<file path="src/rtl/overlay_pkg.sv">
// Shared types and constants for the elapsed-seconds overlay: controller states,
// glyph geometry, null colour and the BCD digit type.
package overlay_pkg;

    typedef enum logic [1:0] {
        IDLE = 2'd0,
        RUN  = 2'd1,
        SAT  = 2'd2
    } ovl_state_t;

    typedef logic [3:0] bcd_t;

    localparam int          GLYPH_COLS = 28;
    localparam int          GLYPH_ROWS = 8;
    localparam logic [11:0] COLOR_NULL = 12'h000;

endpackage

</file>
<file path="src/rtl/bcd3_counter.sv">
// Three-digit BCD up-counter (000..999) with synchronous clear, saturate-hold
// and a decimal carry chain; at_max flags 999.
module bcd3_counter
    import overlay_pkg::*;
(
    input  logic clk,
    input  logic rst_n,
    input  logic i_clear,
    input  logic i_inc,
    input  logic i_sat,
    output bcd_t o_d0,
    output bcd_t o_d1,
    output bcd_t o_d2,
    output logic o_at_max
);

    bcd_t r_d0, r_d1, r_d2;
    logic w_at_max;

    assign w_at_max = (r_d0 == 4'd9) && (r_d1 == 4'd9) && (r_d2 == 4'd9);

    always_ff @(posedge clk or negedge rst_n) begin
        if (!rst_n) begin
            r_d0 <= '0;
            r_d1 <= '0;
            r_d2 <= '0;
        end else if (i_clear) begin
            r_d0 <= '0;
            r_d1 <= '0;
            r_d2 <= '0;
        end else if (i_sat) begin
            r_d0 <= 4'd9;
            r_d1 <= 4'd9;
            r_d2 <= 4'd9;
        end else if (i_inc && !w_at_max) begin
            // Hundreds never see 9->0 because increments stop at 999.
            if (r_d0 == 4'd9) begin
                r_d0 <= '0;
                if (r_d1 == 4'd9) begin
                    r_d1 <= '0;
                    r_d2 <= r_d2 + 4'd1;
                end else begin
                    r_d1 <= r_d1 + 4'd1;
                end
            end else begin
                r_d0 <= r_d0 + 4'd1;
            end
        end
    end

    assign o_d0     = r_d0;
    assign o_d1     = r_d1;
    assign o_d2     = r_d2;
    assign o_at_max = w_at_max;

endmodule

</file>
<file path="src/rtl/timer_overlay_ctrl.sv">
// Elapsed-seconds overlay controller: run/pause/clear/saturate seconds counter,
// frame-synchronous digit shadow, and raster-to-glyph address pipeline.
module timer_overlay_ctrl
    import overlay_pkg::*;
#(
    parameter int          X0         = 16,
    parameter int          Y0         = 16,
    parameter int          SCALE_LOG2 = 1,
    parameter int unsigned TICK_DIV   = 25_000_000
) (
    input  logic        clk,
    input  logic        rst_n,
    input  logic [9:0]  h_cnt,
    input  logic [9:0]  v_cnt,
    input  logic        frame_start,
    input  logic        run,
    input  logic        clear,
    input  logic [11:0] rom_color,
    output logic [5:0]  rom_x,
    output logic [2:0]  rom_y,
    output logic [3:0]  a0,
    output logic [3:0]  a1,
    output logic [3:0]  a2,
    output logic [11:0] pixel_color,
    output logic        overlay_hit,
    output logic        saturated
);

    localparam int          PRE_W   = (TICK_DIV > 1) ? $clog2(TICK_DIV) : 1;
    localparam logic [PRE_W-1:0] PRE_MAX = PRE_W'(TICK_DIV - 1);
    localparam logic [9:0]  WIN_W   = 10'(GLYPH_COLS << SCALE_LOG2);
    localparam logic [9:0]  WIN_H   = 10'(GLYPH_ROWS << SCALE_LOG2);

    ovl_state_t       r_state, w_state_nxt;
    logic [PRE_W-1:0] r_pre;
    logic             w_tick;
    logic             w_at_max;
    bcd_t             w_d0, w_d1, w_d2;
    bcd_t             r_a0, r_a1, r_a2;

    logic [10:0]      w_rel_x, w_rel_y;
    logic             w_in_win;
    logic [5:0]       r_rom_x;
    logic [2:0]       r_rom_y;
    logic             r_hit0, r_hit1, r_hit2;
    logic [11:0]      r_pix;
    logic             r_hit_out;

    assign w_tick = (r_state == RUN) && (r_pre == PRE_MAX) && !clear;

    always_ff @(posedge clk or negedge rst_n) begin
        if (!rst_n) begin
            r_state <= IDLE;
        end else begin
            r_state <= w_state_nxt;
        end
    end

    always_comb begin
        w_state_nxt = r_state;
        if (clear) begin
            w_state_nxt = IDLE;
        end else begin
            case (r_state)
                IDLE: if (run) w_state_nxt = RUN;
                RUN: begin
                    if (w_tick && w_at_max) w_state_nxt = SAT;
                    else if (!run)          w_state_nxt = IDLE;
                end
                SAT:     w_state_nxt = SAT;
                default: w_state_nxt = IDLE;
            endcase
        end
    end

    // Prescaler only advances in RUN, so a pause keeps the partial second.
    always_ff @(posedge clk or negedge rst_n) begin
        if (!rst_n) begin
            r_pre <= '0;
        end else if (clear) begin
            r_pre <= '0;
        end else if (r_state == RUN) begin
            r_pre <= (r_pre == PRE_MAX) ? '0 : r_pre + PRE_W'(1);
        end
    end

    bcd3_counter u_bcd (
        .clk      (clk),
        .rst_n    (rst_n),
        .i_clear  (clear),
        .i_inc    (w_tick),
        .i_sat    (r_state == SAT),
        .o_d0     (w_d0),
        .o_d1     (w_d1),
        .o_d2     (w_d2),
        .o_at_max (w_at_max)
    );

    always_ff @(posedge clk or negedge rst_n) begin
        if (!rst_n) begin
            r_a0 <= '0;
            r_a1 <= '0;
            r_a2 <= '0;
        end else if (frame_start) begin
            r_a0 <= w_d0;
            r_a1 <= w_d1;
            r_a2 <= w_d2;
        end
    end

    // Two's-complement subtraction: bit 10 set means left of / above the window.
    assign w_rel_x  = {1'b0, h_cnt} - 11'(X0);
    assign w_rel_y  = {1'b0, v_cnt} - 11'(Y0);
    assign w_in_win = !w_rel_x[10] && (w_rel_x[9:0] < WIN_W) &&
                      !w_rel_y[10] && (w_rel_y[9:0] < WIN_H);

    always_ff @(posedge clk or negedge rst_n) begin
        if (!rst_n) begin
            r_rom_x   <= '0;
            r_rom_y   <= '0;
            r_hit0    <= 1'b0;
            r_hit1    <= 1'b0;
            r_hit2    <= 1'b0;
            r_pix     <= COLOR_NULL;
            r_hit_out <= 1'b0;
        end else begin
            r_rom_x   <= w_in_win ? 6'(w_rel_x[9:0] >> SCALE_LOG2) : '0;
            r_rom_y   <= w_in_win ? 3'(w_rel_y[9:0] >> SCALE_LOG2) : '0;
            r_hit0    <= w_in_win;
            r_hit1    <= r_hit0;
            r_hit2    <= r_hit1;
            r_pix     <= r_hit2 ? rom_color : COLOR_NULL;
            r_hit_out <= r_hit2;
        end
    end

    assign rom_x       = r_rom_x;
    assign rom_y       = r_rom_y;
    assign a0          = r_a0;
    assign a1          = r_a1;
    assign a2          = r_a2;
    assign pixel_color = r_pix;
    assign overlay_hit = r_hit_out;
    assign saturated   = (r_state == SAT);

endmodule

</file>
<file path="config.mk">
export PLATFORM = sky130hd
export DESIGN_NAME = timer_overlay_ctrl
export DESIGN_NICKNAME = d
export VERILOG_FILES = /design/src/rtl/overlay_pkg.sv /design/src/rtl/bcd3_counter.sv /design/src/rtl/timer_overlay_ctrl.sv
export SDC_FILE = /design/constraint.sdc
export NUM_CORES = 1
export LEC_CHECK = 0
export ABC_CLOCK_PERIOD_IN_PS = 3200
export BUFFER_PORTS_ARGS = -buffer_cell sky130_fd_sc_hd__buf_4
export CAP_MARGIN = 5
export CELL_PAD_IN_SITES_DETAIL_PLACEMENT = 0
export CELL_PAD_IN_SITES_GLOBAL_PLACEMENT = 1
export CORE_UTILIZATION = 44
export CTS_BUF_LIST = sky130_fd_sc_hd__clkbuf_4
export DETAILED_ROUTE_END_ITERATION = 8
export PLACE_DENSITY = 0.88
export RECOVER_POWER = 50
export SYNTH_ARGS = -nofsm -noshare
export SYNTH_HDL_FRONTEND = slang
export SYNTH_SLANG_ARGS = --single-unit
</file>
<file path="constraint.sdc">
create_clock -name clk -period 3.2 [get_ports clk]
set_input_delay 0.32 -clock clk [delete_from_list [all_inputs] [get_ports clk]]
set_output_delay 0.32 -clock clk [all_outputs]
set_load 0.005 [all_outputs]
</file>
# After elaboration in Yosys (flattened, before gate mapping)
# Index checks and enable logic that the tools add are counted.
[totals] ff_bits=76 input_bits=37 out_inout_bits=35 word_cells=77
[classes] add_sub_neg=6 order_cmp=2 eq_ne=8 muxes=25 reduce_logical=21
[op_table] cell="two-way mux 25 bit" n=3
[op_table] cell="two-way mux 4 bit" n=14
[op_table] cell="adder 25 x 1 -> 25 bit (second input constant)" n=1
[op_table] cell="== test 25 bit (second input constant)" n=1
[op_table] cell="subtractor 10 x 5 -> 11 bit (second input constant)" n=2
[op_table] cell="adder 4 x 1 -> 4 bit (second input constant)" n=3
[op_table] cell="== test 4 bit (second input constant)" n=3
[op_table] cell="two-way mux 12 bit" n=1
[op_table] cell="less-than comparator 10 x 5 -> 1 bit (second input constant)" n=1
[op_table] cell="less-than comparator 10 x 6 -> 1 bit (second input constant)" n=1
[op_table] cell="logical AND 1 bit" n=9
[op_table] cell="nonzero test 3 bit" n=3
[op_table] cell="two-way mux 2 bit" n=4
[op_table] cell="two-way mux 6 bit" n=1
[op_table] cell="case mux 2 bit (3 select lines)" n=1
[op_table] cell="zero test 1 bit" n=4
[op_table] cell="inequality test 4 x 3 -> 1 bit (second input constant)" n=1
[op_table] cell="AND reduction 2 bit" n=2
[op_table] cell="two-way mux 3 bit" n=1
[op_table] cell="inequality test 3 bit (second input constant)" n=1
[op_table] cell="AND reduction 3 bit" n=1
[op_table] cell="== test 2 x 1 -> 1 bit (second input constant)" n=1
[op_table] cell="== test 2 bit (second input constant)" n=1
[op_table] cell="zero test 2 bit" n=1
[op_table] cell="nonzero test 2 bit" n=1

# Logic depth before layout (Yosys ltp)
# Gate-level depths: netlist of run 1.
[logic_depth] ltp_word=8 depth_mapped=10 ltp_nobuf=7

# Modules after synthesis
# From an unflattened synthesis of run 1, not the netlist that was laid out.
[unflattened] cells_unflattened=368 area_unflattened_um2=3723.6
[by_module_without_submodules] module="timer_overlay_ctrl" instances=1 cells_each=287 area_each_um2=2970.3 seq_area_each_um2=1601.5
[by_module_without_submodules] module="bcd3_counter" instances=1 cells_each=81 area_each_um2=753.2 seq_area_each_um2=300.3

# Worst setup path after synthesis of run 1
# No wires, ideal clock.
[synth_path] path_type="reg2reg" startpoint="register r_pre[0]" endpoint="register u_bcd.r_d1[2], in the netlist u_bcd.o_d1[2]" setup_ns=0.078 t_arrival_ns=2.410 required_ns=3.122 path_slack_ns=0.712 path_stages_with_launch=8 path_buffers=1 synth_period_minus_slack_ns=2.488 path_cell_list="dfrtp_1 ha_1 nand4_1 or4_4 buf_6 or3_4 or4_1 a21oi_1"
[synth_via] elab_chain_len=6
[synth_rtl] item="start: declaration" line="timer_overlay_ctrl.sv:35" text="logic [PRE_W-1:0] r_pre;"
[synth_rtl] item="start signal: assignment" line="timer_overlay_ctrl.sv:83" text="r_pre <= (r_pre == PRE_MAX) ? '0 : r_pre + PRE_W'(1);"
[synth_rtl] item="== test 25 bit" line="timer_overlay_ctrl.sv:49" text="assign w_tick = (r_state == RUN) && (r_pre == PRE_MAX) && !clear;"
[synth_rtl] item="logical AND 1 bit (2 in a row)" line="timer_overlay_ctrl.sv:49"
[synth_rtl] item="logical AND 1 bit" line="bcd3_counter.sv:35" text="end else if (i_inc && !w_at_max) begin"
[synth_rtl] item="nonzero test 3 bit (no source line)"
[synth_rtl] item="AND reduction 2 bit (no source line)"
[synth_rtl] item="end signal: assignment" line="bcd3_counter.sv:43" text="r_d1 <= r_d1 + 4'd1;"
[synth_rtl] item="end: declaration" line="bcd3_counter.sv:17" text="bcd_t r_d0, r_d1, r_d2;"
# No other way between the ends.
# A chain may end at the register's enable or synchronous reset.

# Worst setup path in the final report of run 1
# Ends and elaborated chain as after synthesis.

==> out/results.ini, run 1 <==
[critical_path]
r2r_slack_ns=0.46
cp-startpoint=r_pre[0]
critical_path_class=flip-flop to flip-flop
r2r_cells=6
crit_path_end_kind=flip-flop
arrival_ns=3.11
cp_max_fo=12
crit_required_ns=3.57
r2r-start=r_pre[0]
rr_endpoint=u_bcd.o_d1[2]
worst_setup_path_start_kind=flip-flop

[place]
dp_cells=511
dpl_cell_area_sq_um=4200
hpwl_um=5510
portBuffers=69
place_congestion=0.850
dp_slack_ns=0.501

[floorplanning]
coreArea_sq_um=7810
die_area_sq_um=8530
io_pins=72
fp.dieH_um=92.4
num_rows=32
start_util=0.460
dieWidth_um=92.4

[yosys]
synth_nets=394
synth.distinct_cells=50
syn_area_sq_um=3590
syn_inst=349
ys_ff_latch=76
seq_area_frac_synth=0.529
async_flop_share=1.00
synth_top_area_cell=dfrtp_1
synth_top_flop_cell=dfrtp_1
synth_edf_count=0
yosysTopAreaCellShare=0.529
synth_most_common_cell=dfrtp_1
synthTopCellsByArea=dfrtp_1 (53%), mux2_2 (3.8%), and2_1 (3.3%)
yosys-top-cells-count=dfrtp_1 (76), nand2_1 (29), nor2_1 (23)
avgSynthCellArea_sq_um=10.3
ys_warn_count=0

[global_routing]
grt_max_degree=77
overflow=0
grt_pass1_vias=2833
grt_pass1_wl_um=13100
antenna_found_initial=0
grt_usage=0.195

[final_layout]
final_area_sq_um=4350
seq_area_sq_um=1900
multi_input_area_sq_um=1590
n_antenna_cell=0
fin_nets=465
instances_no_fill=527
area_growth_pct=21.0
n_fill_cell=697
drive_above_1_share=0.247

[detailed_routing]
antenna_left=0
drc=0
dr.pass1.iters=4
via_per_inst=5.36
drt_iter0_markers=135
drt_wl_total_um=7790
wire_per_inst_um=14.8
vias=2825

[outcome]
violations=capacitance limit, slew limit
status=finished, violations left

[clock_tree]
cts_inserted_buffers=9
ctsResizeCount=0
h-tree-depth=3
cts_tree=built
cts.sink_count=76
cts-hold-fix-buffers=0
clkSlewWorstSetupHoldPaths_ns=0.15
postCtsSetupBuffers=0
cts-root-buf=clkbuf_4
clk_latency_ns=0.44
ctsLongestPathBuffers=2

[sta]
setup_viol=0
rsz0062_at_grt=false
finalMaxSlewViolations=77
fin_crit_ns=2.74
hold_viol_final=0
fmax_ghz=0.365
post-route-period-util=0.857
tns_ns=0
worstMarginPinSlew_ns=1.84
hold_ws_ns=0.0727
slew_headroom=-0.227
skew_ns=0.0175
setup_ws_ns=0.459

[pwr]
ir_drop_v=0.000267
power_density_nw_per_um2=393
leakage_uw=0.00208

[job]
maxCapViolations=1

[worst_hold_path]
holdCritStartpoint=rom_color[4]
hold-path-endpoint=pixel_color[4]
worstHoldPathType=primary input to flip-flop
hold_depth=2

state kept, by name, indices dropped and copies added (netlist names), 2 cells and up:
register / count
u_bcd.o_d2: 4
a0: 4
a1: 4
r_pre: 25
rom_y: 3
pixel_color: 12
a2: 4
rom_x: 6
r_state: 2
u_bcd.o_d1: 4
u_bcd.o_d0: 4
kinds of logic (layout without fill, tap and decap cells):
logic type	Yosys count	count (layout)	synth area share
adder cells (fa/ha/maj)	8	8	0.0278
other	1	1	0.00104
buffers and inverters	24	100	0.0292
flip-flops	76	76	0.529
XOR/XNOR	11	11	0.0268
AND/OR/NAND/NOR	153	153	0.236
multiplexers	13	13	0.0404
AO/OA/AOI/OAI	63	63	0.110
routing by layer:
layer,up-vias,part of all wire,global-route usage
met5,-,0,0
li1,1390,-,-
met2,79,0.48,0.326
met3,8,0.061,0.0550
met1,1348,0.44,0.242
met4,0,0.013,0.0664
worst max path at each step:
| stage | end | slack [ns] | depth (start not counted) |
|---|---|---|---|
| 3_5_place_dp | u_bcd.o_d1[2] | 0.50 | 6 |
| 6_report | u_bcd.o_d1[2] | 0.46 | 6 |
| 5_1_grt | u_bcd.o_d1[2] | 0.31 | 6 |
| 4_1_cts | u_bcd.o_d1[2] | 0.46 | 6 |
| 3_3_place_gp | u_bcd.o_d1[2] | 0.54 | 6 |
| 2_1_floorplan | u_bcd.o_d1[2] | 0.71 | 7 |
stage by stage:
step | power [uW] | utilization
2_1_floorplan | 1020 | -
3_3_place_gp | 1080 | 0.538
3_5_place_dp | 1080 | 0.538
4_1_cts | 1740 | 0.557
5_1_grt | 1790 | 0.557
6_report | 1710 | 0.557
critical path, cell delays in order (launching register included):
cell and delay [ns]:
dfrtp_1 0.45, ha_1 0.29, nand4_1 0.22, or4_4 0.60, or3_4 0.47, or4_1 0.48, a21oi_1 0.16
power by group:
group	total, uW	switching [uW]	leakage, uW	internal, uW
Combinational	92.9	51.9	0.000935	40.9
Sequential	971	5.70	0.00106	965
Clock	647	389	0.0000842	257
Total	1710	447	0.00208	1260
cells in the final DEF (no fill, tap or decap), types with 5 or more instances in the layout:
cell and n:
a31oi_1 8, buf_4 70, mux2_2 12, nor3_1 8, o21ai_0 18, ha_1 8
a21oi_1 15, xnor2_1 5, clkbuf_4 9, nor2_1 23, nand3_1 17, nor4_1 7
inv_6 5, dfrtp_1 76, nand4_1 7, nand2_1 29, inv_1 13, and2_1 16
and3_1 9, xor2_1 6, or3_1 9
final cells by class:
class / count / area share
clock inverter: 7 / 0.0196
multi-input combinational: 249 / 0.365
timing repair buffer: 71 / 0.122
sequential: 76 / 0.437
inverter: 13 / 0.0112
tap: 102 / 0.0293
clock buffer: 9 / 0.0155
Power figures use the tool's default switching activity.
==> run 2: changes to the inputs <==
- ABC_AREA: unset -> 1
- CORE_UTILIZATION: 44 -> 42
==> out/results.ini, run 2 <==
[critical_path]
critical_path_class=flip-flop to flip-flop
r2r-start=r_pre[0]
crit_path_end_kind=flip-flop
arrival_ns=2.24
r2r_slack_ns=1.31
cp_max_fo=6
crit_required_ns=3.56
worst_setup_path_start_kind=flip-flop
cp-startpoint=r_pre[0]

[pwr]
p_clk_frac=0.323
power_switching_uw=538
pwr-share-comb=0.125
power_density_nw_per_um2=416
leakage_uw=0.00236
switching_share=0.281
ir_drop_v=0.000201
intPower_uw=1380
p_seq_frac=0.552

[yosys]
synth_edf_count=0
yosysTopAreaCellShare=0.495
synth_top_area_cell=dfrtp_1
synthTopCellsByArea=dfrtp_1 (50%), nand2_1 (10%), nor2_1 (6.5%)
syn_area_sq_um=3840
synth_top_flop_cell=dfrtp_1
ys_ff_latch=76
avgSynthCellArea_sq_um=8.10
synth_nets=519
synth.distinct_cells=35
yosys-top-cells-count=nand2_1 (104), dfrtp_1 (76), nor2_1 (66)
async_flop_share=1.00
synth_most_common_cell=nand2_1
syn_inst=474
seq_area_frac_synth=0.495
ys_warn_count=0

[sta]
worstMarginPinSlew_ns=1.83
setup_viol=0
finalMaxSlewViolations=77
tns_ns=0
fin_crit_ns=1.89
fmax_ghz=0.530
hold_viol_final=0
skew_ns=0.0186
hold_ws_ns=0.0375
post-route-period-util=0.590
rsz0062_at_grt=false
slew_headroom=-0.220

[global_routing]
grt_max_degree=77
grt_pass1_vias=3302
overflow=0
grt_pass1_wl_um=15100
grt_usage=0.200
gr-usage-met2=0.322
use_met1=0.255
grt_use_met3=0.0633
grt.busiest_layer=met2
antenna_found_initial=0

[floorplanning]
num_rows=34
dieWidth_um=97.6
fp.dieH_um=97.6
io_pins=72
die_area_sq_um=9530
coreArea_sq_um=8810
start_util=0.436

[job]
maxCapViolations=1

[final_layout]
n_fill_cell=857
drive_above_1_share=0.197
n_antenna_cell=0
area_growth_pct=19.9
final_cell_mix=nand2_1 (104), dfrtp_1 (76), buf_4 (69)
layout_commonest_cell=nand2_1
largest_reg_flops=25
top_register=r_pre
fin_nets=592

[clock_tree]
cts-root-buf=clkbuf_4
h-tree-depth=3
postCtsSetupBuffers=0
ctsLongestPathBuffers=2
clkSlewWorstSetupHoldPaths_ns=0.14
cts.sink_count=76
clk_latency_ns=0.42
ctsResizeCount=0
cts-hold-fix-buffers=0
cts_tree=built
cts_inserted_buffers=9

[detailed_routing]
drt_iter0_markers=146
dr.pass1.iters=5
drt_wl_total_um=8770
wire_per_inst_um=13.3
vias=3308
drc=0
via_per_inst=5.01
antenna_left=0

[place]
place_congestion=0.897
hpwl_um=6570
portBuffers=69

[outcome]
violations=capacitance limit, slew limit
status=finished, violations left

[worst_hold_path]
worstHoldPathType=primary input to flip-flop
holdCritStartpoint=h_cnt[4]

run 2: per-stage QoR:
stage	power [uW]	cells	setup slack, ns	instance area, sq um	util
2_1_floorplan	1200	474	1.66	3840	-
3_3_place_gp	1310	644	1.30	4460	0.506
3_5_place_dp	1320	644	1.30	4460	0.506
4_1_cts	1940	660	1.29	4610	0.523
5_1_grt	2020	660	1.09	4600	0.523
6_report	1910	660	1.31	4600	0.523
run 2: critical path: stages, from the launching register on:
cell and delay [ns]:
dfrtp_1 0.42, ha_1 0.22, nand2_1 0.17, nor2_4 0.09
nand2_2 0.09, nor2_4 0.05, nand2_1 0.07, nand2_1 0.08
nor2_1 0.43, nand3b_1 0.14, nand2_1 0.08
run 2: cell type report:
cell class                      instances  area, sq um  share of cell area
Tap cell                              108          135              0.0293
Multi-Input combinational cell        322         1640               0.357
Clock inverter                          6         72.6              0.0158
Clock buffer                           10         75.1              0.0163
Timing Repair Buffer                   70          523               0.114
Sequential cell                        76         1900               0.413
Inverter                               68          255              0.0554
run 2: power by group through the flow:
stage / Clock [uW] / Sequential [uW] / Combinational [uW]
final: 618 / 1060 / 239
after global routing: 681 / 1070 / 273
after CTS: 643 / 1060 / 244
after detailed placement: 0 / 1080 / 243
after global placement: 0 / 1070 / 236
after floorplan: 0 / 1070 / 126
run 2: routing by layer:
metal	routed length (um)	part of all wire
met1	3930	0.45
met5	0	0
met2	4140	0.47
met3	572	0.065
met4	130	0.015
run 2: kinds of logic (layout without fill, tap and decap cells):
group / count (synthesis) / in the layout / synth area share
mux: 3 / 3 / 0.00880
fa+ha+maj: 8 / 8 / 0.0261
compound gates: 55 / 55 / 0.0746
flops: 76 / 76 / 0.495
simple gates: 243 / 243 / 0.290
xor+xnor: 12 / 12 / 0.0274
other cells: 1 / 1 / 0.000977
buf+inv: 76 / 154 / 0.0772
run 2: worst paths after layout:
kind / to / depth (start not counted)
worst max-delay path: r_pre[19] / 10
worst min-delay path: rom_x[3] / 2
worst max register to register: r_pre[19] / 10
worst min register to register: r_hit2 / 0
max in group asynchronous: u_bcd.o_d0[1] / 1
min in group asynchronous: r_pre[3] / 1
==> run 3: changes to the inputs <==
- ABC_CLOCK_PERIOD_IN_PS: 3200 -> 1550
- CORE_UTILIZATION: 42 -> 38
- PLACE_DENSITY: 0.88 -> 0.84
- clock period: 3.2 -> 1.55 ns (I/O delays scaled with it)
==> out/results.ini, run 3 (synthesis gave the netlist of run 2 again) <==
[final_layout]
area_growth_pct=48.6
drive_above_1_share=0.364
largest_reg_flops=25
layout_commonest_cell=buf_4
n_fill_cell=848
n_antenna_cell=0
top_register=r_pre
final_area_sq_um=5710
final_cell_mix=buf_4 (126), nand2_1 (84), dfrtp_1 (75)
fin_nets=677

[sta]
post-route-period-util=1.07
skew_ns=0.0201
fin_crit_ns=1.66
rsz0062_at_grt=true
fmax_ghz=0.602
tns_ns=-2.62
slew_headroom=0.299
setup_ws_ns=-0.110
setup_viol=35
hold_viol_final=0
worstMarginPinSlew_ns=1.05
finalMaxSlewViolations=0

[critical_path]
r2r_cells=10
arrival_ns=2.00
critical_path_class=flip-flop to flip-flop
worst_setup_path_start_kind=flip-flop
cp_max_fo=4
crit_required_ns=1.89
crit_path_end_kind=flip-flop

[worst_hold_path]
worstHoldPathType=primary input to flip-flop
hold_depth=2

[detailed_routing]
drt_iter0_markers=262
drt_wl_total_um=10500
wire_per_inst_um=13.6
vias=3719
drc=0
dr.pass1.iters=6
via_per_inst=4.83
antenna_left=0

[outcome]
status=finished, violations left
violations=setup timing

[clock_tree]
cts-root-buf=clkbuf_4
cts_inserted_buffers=9
cts_tree=built
ctsLongestPathBuffers=2
clk_latency_ns=0.44
h-tree-depth=3
cts.sink_count=76
clkSlewWorstSetupHoldPaths_ns=0.14

[floorplanning]
num_rows=36
io_pins=72
die_area_sq_um=10500
fp.dieH_um=103
start_util=0.393
dieWidth_um=103
coreArea_sq_um=9770

[pwr]
ir_drop_v=0.000519
leakage_uw=0.00284
power_density_nw_per_um2=744
p_total_uw=4250

[global_routing]
antenna_found_initial=0
grt_pass1_vias=3656
overflow=0
grt_pass1_wl_um=16700
grt_usage=0.208
grt_max_degree=77

[place]
dpl_cell_area_sq_um=4920
hpwl_um=7100
place_congestion=0.952
portBuffers=69

[job]
maxCapViolations=0

## run 3: changes by cell type in the layout (fill, tap and decap cells not counted), sizes merged
cell and delta:
dlygate4sd3 +22, buf +62, clkinv +2, inv -1
## run 3: timing repair
| item | CTS | global route |
|---|---|---|
| hold endpoints to repair | 97 | 0 |
| hold buffers | 22 | 0 |
| pin swaps | 15 | 19 |
| gates resized for setup | 57 | 56 |
| setup endpoints to repair | 36 | 47 |
| setup buffers | 3 | 5 |
## run 3: layout make-up
cell class                 instances  area, sq um  area share
clock buffer                       9         67.6      0.0118
sequential                        76         1900       0.334
clock inverter                     7         73.8      0.0129
timing repair buffer             155         1240       0.217
multi-input combinational        322         1980       0.346
inverter                          68          282      0.0493
tap                              133          166      0.0292
## run 3: stage by stage
stage / worst slack [ns] / hold slack (ns) / std cells / util
final: -0.110 / 0.0446 / 770 / 0.584
after global routing: -0.194 / 0.0443 / 770 / 0.584
after CTS: -0.0611 / 0.0194 / 765 / 0.560
after detailed placement: -0.355 / 0.208 / 724 / 0.503
after global placement: -0.248 / 0.204 / 724 / 0.503
after floorplan: 0.0110 / -0.141 / 474 / -
## run 3: critical path: stages (launching register included)
cell     delay [ns]
dfrtp_1        0.39
ha_2           0.22
nand2_4        0.06
nor2_4         0.16
nand2_2        0.09
nor2_4         0.14
nand2_2        0.10
nand4_1        0.24
nor2_1         0.07
nand2_1        0.06
nand2_1        0.04
## run 3: where the power goes
group / leakage [uW] / internal [uW] / switching, uW
combinational: 0.00173 / 420 / 407
sequential: 0.00103 / 2090 / 69.4
clock: 0.0000783 / 501 / 760
total: 0.00284 / 3010 / 1240
## run 3: final timing paths
kind / slack, ns / start / end
setup / recovery: -0.11 / r_pre[1] / r_pre[20]
hold / removal: 0.04 / frame_start / a2[1]
setup reg to reg: -0.11 / r_pre[1] / r_pre[20]
hold reg to reg: 0.35 / r_hit1 / r_hit2
max in group asynchronous: 0.27 / rst_n / r_pre[6]
min in group asynchronous: 0.54 / rst_n / r_pre[20]
## run 3: per-layer routing
layer / GRT usage / vias to the layer above / wire length [um]
met4: 0.0890 / 0 / 227
met1: 0.278 / 1744 / 4650
met5: 0 / - / 0
met2: 0.319 / 123 / 4930
met3: 0.0542 / 23 / 676
li1: - / 1829 / -
